**config.mk**
```make
export PLATFORM = sky130hd
export DESIGN_NAME = ecc_fifo_rd_decode
export DESIGN_NICKNAME = d
export VERILOG_FILES = /design/src/rtl/ecc_fifo_rd_decode.sv
export SDC_FILE = /design/constraint.sdc
export NUM_CORES = 1
export LEC_CHECK = 0
export BUFFER_PORTS_ARGS = -buffer_cell sky130_fd_sc_hd__buf_4
export CAP_MARGIN = 10
export CORE_MARGIN = 2
export CORE_UTILIZATION = 49
export DETAILED_ROUTE_END_ITERATION = 7
export GPL_TIMING_DRIVEN = 0
export PLACE_DENSITY_LB_ADDON = 0.05
export SLEW_MARGIN = 30
export SYNTH_ARGS = -nofsm -noshare
export SYNTH_HDL_FRONTEND = slang
export SYNTH_SLANG_ARGS = --single-unit
export TNS_END_PERCENT = 20
```
**constraint.sdc**
```tcl
create_clock -name clk -period 1.5 [get_ports clk]
set_input_delay 0.075 -clock clk [delete_from_list [all_inputs] [get_ports clk]]
set_output_delay 0.075 -clock clk [all_outputs]
set_load 0.005 [all_outputs]
```
**src/rtl/ecc_fifo_rd_decode.sv**
```systemverilog
// Read-side SECDED check/correct for the ECC FIFO: stage 1 computes the syndrome,
// stage 2 classifies and corrects. Both stages use valid/ready, and status counters saturate.
module ecc_fifo_rd_decode #(
   parameter int CNT_W = 16
) (
   input  logic             clk,
   input  logic             rst,
   input  logic             in_valid,
   output logic             in_ready,
   input  logic [31:0]      in_data,
   input  logic [6:0]       in_ecc,
   output logic             out_valid,
   input  logic             out_ready,
   output logic [31:0]      out_data,
   output logic             out_sec,
   output logic             out_ded,
   output logic [5:0]       out_syndrome,
   input  logic             cnt_clr,
   output logic [CNT_W-1:0] sec_cnt,
   output logic [CNT_W-1:0] ded_cnt,
   output logic             err_sticky
);

   localparam logic [CNT_W-1:0] CNT_MAX = '1;

   // Codeword position of data bit idx: the idx-th non-power-of-2 position in 1..38.
   function automatic logic [5:0] data_pos(input int idx);
      int         n;
      logic [5:0] pos;
      n   = 0;
      pos = '0;
      for (int p = 1; p <= 38; p++) begin
         if ((p & (p - 1)) != 0) begin
            if (n == idx) pos = 6'(p);
            n++;
         end
      end
      return pos;
   endfunction

   logic        s1_valid;
   logic [31:0] s1_data;
   logic [5:0]  s1_syn;
   logic        s1_ov;

   logic [5:0]  syn_c;
   logic        ov_c;
   logic [31:0] dec_data;
   logic        dec_sec;
   logic        dec_ded;

   logic        out_adv;
   logic        s1_load;
   logic        s2_load;
   logic        xfer;

   assign out_adv  = !out_valid || out_ready;
   assign in_ready = !s1_valid || out_adv;
   assign s1_load  = in_valid && in_ready;
   assign s2_load  = s1_valid && out_adv;
   assign xfer     = out_valid && out_ready;

   // A set bit at position p contributes p to the syndrome; parity bit p[k] sits at 2^k.
   always_comb begin
      syn_c = '0;
      ov_c  = in_ecc[0];
      for (int i = 0; i < 32; i++) begin
         if (in_data[i]) syn_c = syn_c ^ data_pos(i);
         ov_c = ov_c ^ in_data[i];
      end
      for (int k = 0; k < 6; k++) begin
         syn_c[k] = syn_c[k] ^ in_ecc[k+1];
         ov_c     = ov_c ^ in_ecc[k+1];
      end
   end

   // A power-of-2 syndrome or zero never matches a data position, so the data is left unchanged.
   always_comb begin
      dec_data = s1_data;
      dec_sec  = 1'b0;
      dec_ded  = 1'b0;
      if (s1_ov) begin
         if (s1_syn <= 6'd38) begin
            dec_sec = 1'b1;
            for (int i = 0; i < 32; i++) begin
               if (data_pos(i) == s1_syn) dec_data[i] = ~s1_data[i];
            end
         end else begin
            dec_ded = 1'b1;
         end
      end else if (s1_syn != 6'd0) begin
         dec_ded = 1'b1;
      end
   end

   always_ff @(posedge clk) begin
      if (rst) begin
         s1_valid <= 1'b0;
         s1_data  <= '0;
         s1_syn   <= '0;
         s1_ov    <= 1'b0;
      end else begin
         if (s1_load) begin
            s1_valid <= 1'b1;
            s1_data  <= in_data;
            s1_syn   <= syn_c;
            s1_ov    <= ov_c;
         end else if (s2_load) begin
            s1_valid <= 1'b0;
         end
      end
   end

   always_ff @(posedge clk) begin
      if (rst) begin
         out_valid    <= 1'b0;
         out_data     <= '0;
         out_sec      <= 1'b0;
         out_ded      <= 1'b0;
         out_syndrome <= '0;
      end else begin
         if (s2_load) begin
            out_valid    <= 1'b1;
            out_data     <= dec_data;
            out_sec      <= dec_sec;
            out_ded      <= dec_ded;
            out_syndrome <= s1_syn;
         end else if (xfer) begin
            out_valid <= 1'b0;
         end
      end
   end

   // A clear wins over a same-cycle increment; that event is dropped.
   always_ff @(posedge clk) begin
      if (rst || cnt_clr) begin
         sec_cnt    <= '0;
         ded_cnt    <= '0;
         err_sticky <= 1'b0;
      end else if (xfer) begin
         if (out_sec && sec_cnt != CNT_MAX) sec_cnt <= sec_cnt + 1'b1;
         if (out_ded && ded_cnt != CNT_MAX) ded_cnt <= ded_cnt + 1'b1;
         if (out_sec || out_ded) err_sticky <= 1'b1;
      end
   end

endmodule

```
==> metrics.md <==
| Metric | Value |
|---|---|
| RSZ-0062 raised after global routing | `yes` |
| EDFF count, synth | `0` |
| Site Rows | `38` |
| Initial antenna violation count | `0` |
| Critical path class | `flop to flop` |
| Num CTS Buffers | `17` |
| Die area | `roughly 0.012 sq mm` |
| Async SR Flop Fraction | `0%` |
| Total wire length | `16500 um` |
| Synth Register Bits | `~110` |
| Net load switching power | `~0.0028 W` |
| Worst-path maximum fanout | `6` |
| Drt first-iter violations | `~450` |
| Final ANT Viol Nets | `0` |
| HPWL Detailed | `11400 um` |
| Die X | `~110 um` |
| Fillers | `slightly below 800` |
| Multi-input gate area | `0.00352 sq mm` |
| DRT Pass-1 Iters | `4` |
| CTS HTree Levels | `4` |
| Total power | `0.00996 W` |
| Logic pwr share | `a little under a quarter` |
| Pwr per Cell Area | `approximately 1200 mW/mm^2` |
| Post-Synthesis Net Count | `approximately 690` |
| P_int | `slightly above 0.007 W` |
| CP max stage cell | `dfxtp_4` |
| Final Worst Setup Slack | `-186 ps` |
| Die height | `110 um` |
| Sw Ratio | `28.6%` |
| GRT Util Overall | `between 20% and 30%` |
| Final Hold Slack | `~77 ps` |
| CP arrival | `roughly 2000 ps` |
| Synth-to-Final Area Change | `49.7%` |
| Post-layout nets | `882` |
| Via/cell ratio | `between 5 and 6` |
| Tmin final | `1690 ps` |
| First-pass GRT wire length | `24400 um` |
| Core Area | `roughly 0.011 sq mm` |
| Final-report hold violation count | `0` |
| Slew Viols, Final | `0` |
| CP Cell Sequence | `nor2b_4 > and2_4 > nand3b_1 > buf_6 > nor3_4 > xnor2_2 > a211oi_2` |
| Fin util | `75.5%` |
| Worst-path clk slew | `50 ps` |
| Most used DFF post-synth | `dfxtp_1` |
| Setup crit start kind | `flop` |
| Status | `finished, violations left` |
| Failing checks | `setup timing` |
| # setup viols final | `29` |
| Clock Sinks | `approximately 110` |
| CP required | `about 1800 ps` |
| CTS max path bufs | `2` |
| Clock Power Share | `between 40% and 50%` |
| Grt ovf | `0` |
| Final setup skew | `~14 ps` |
| Vias in the first global route | `between 4k and 5k` |
| Critical Path Sink Type | `flop` |
| Share of cells above drive strength 1 | `around 34%` |
| Peak supply drop | `0.845 mV` |
| Largest net degree at the start of global routing | `17` |
| Max-cap violations | `0` |
| Flop pwr share | `approximately a third` |
| Place WS | `-425 ps` |
| Fmax | `between 500 and 600 MHz` |
| HP Class | `primary input to flop` |
| Syn Area/Cell | `8.51 sq um` |
| Diodes inserted | `0` |
| Commonest non-fill, non-tap cells in the layout | `139 x buf_4, 101 x nand2_1, 87 x dfxtp_1, 74 x nor2_1, 60 x xnor2_1` |
| Drt wl/cell | `16.7 um` |
| Synth warnings | `0` |
| Leak | `about 3.2 nW` |
| Register area | `0.00234 sq mm` |
| Placed cells | `just over 900` |
| Root buf cell | `clkbuf_16` |
| I/O pins | `119` |
| Final Wtd Congestion | `just under 0.9` |
| TritonCTS clock tree | `built` |
| Sequential cell area fraction in the yosys report | `between 40% and 50%` |
| Worst slew pin tran | `between 500 and 600 ps` |
| Commonest non-fill, non-tap cell in the layout | `buf_4` |
| # port buffers | `approximately 120` |
| Clock Latency Late Sink | `~410 ps` |
| Synth unique cells | `38` |
| Final critical-path share of the clock period | `112%` |
| Worst path max stage delay | `360 ps` |
| Starting density of the core | `50.4%` |
| Buffers and inverters on the worst path | `1` |
| DR DRC count | `0` |
| Post-Syn Area | `around 0.0055 sq mm` |
| Critical path's top delay family | `simple AND/OR/NAND/NOR gates` |
| Max-slew headroom | `~60%` |
| Fin cells | `between 900 and 1k` |
| Total number of vias | `approximately 5.3k` |
| Synth Instances | `roughly 650` |
[cell families after synthesis]
kind of cell | Yosys count | synth area share, %
xor gates and xnor gates | 119 | 21.7
AOI/OAI and AO/OA | 101 | 11.4
and+or+nand+nor | 270 | 22.0
adders and majority gates | 2 | 0.454
muxes | 1 | 0.181
DFF | 114 | 41.4
buffers and inverters | 41 | 2.86
[Yosys cell counts (all sizes together) (2+ instances only)]
master	number	area [sq um]
xor2	44	385
or2	3	18.8
or3	5	31.3
and3	9	56.3
a211oi	30	225
nor3	8	40.0
nand2	107	402
nand2b	4	25.0
o21ai	8	40.0
and2	2	12.5
xnor3	10	226
dfxtp	114	2280
nand4	9	56.3
buf	4	17.5
xnor2	64	561
nor4	13	81.3
and4	5	43.8
nor2	78	293
nand3b	3	22.5
nor2b	5	31.3
nand3	17	85.1
clkbuf	36	136
ha	2	25.0
a311oi	6	52.6
a21oi	50	250
o211ai	3	22.5
[flip-flops by register name, summed over array words and instances, names as in the netlist]
register      cells
sec_cnt          16
s1_ov             1
s1_syn            6
out_ded           1
out_data         32
err_sticky        1
s1_valid          1
s1_data          32
out_syndrome      6
out_valid         1
ded_cnt          16
out_sec           1
[layer usage]
metal | GRT usage [%] | wire, um | up-vias
li1 | - | - | 2596
met1 | 31.4 | 6900 | 2469
met2 | 46.4 | 8330 | 186
met3 | 6.88 | 945 | 31
met4 | 9.55 | 333 | 0
met5 | 0 | 0 | -
[power groups by stage]
stage / sequential, W / combinational, W / clock (W)
final: 0.00342 / 0.00238 / 0.00416
after global routing: 0.00344 / 0.00254 / 0.00436
after CTS: 0.00338 / 0.00206 / 0.00420
after floorplan: 0.00339 / 0.00125 / 0
after detailed placement: 0.00342 / 0.00183 / 0
after global placement: 0.00341 / 0.00181 / 0
[worst paths after layout]
check	startpoint	endpoint	slack, ps	depth (start not counted)
setup reg to reg	s1_ov	out_data[18]	-190	7
hold / removal	out_ready	err_sticky	80	3
hold reg to reg	out_syndrome[5]	out_syndrome[5]	460	2
setup / recovery	s1_ov	out_data[18]	-190	7
[tightest hold or removal path: cells and delay by family]
family	cells	cell delay, ps
AND/OR/NAND/NOR	1	150
AO/OA/AOI/OAI	1	80
buffers and inverters	1	130
[area by class of cell]
cell class / instances / area share, %
clock inverters: 10 / 1.58
clock buffers: 22 / 5.86
repair buffers: 173 / 16.9
multi-input cells: 493 / 42.6
plain buffers: 36 / 2.53
inverters: 1 / 0.0757
flip-flops and latches: 114 / 28.3
well taps: 140 / 2.12
[through the flow]
step	cell area [sq um]	TNS [ps]
after floorplan	5540	-338
after global placement	6610	-16010
after detailed placement	6610	-18360
after CTS	7820	-2180
after global routing	8260	-5100
final	8260	-1910
[timing repair]
action,CTS,global route
buffers inserted,6,16
setup endpoints to repair,103,100
pin swaps,15,34
gates resized for setup,70,97
endpoints found under the hold margin,33,0
hold buffers,33,0
Note: power is estimated with default switching activity, not from simulation.
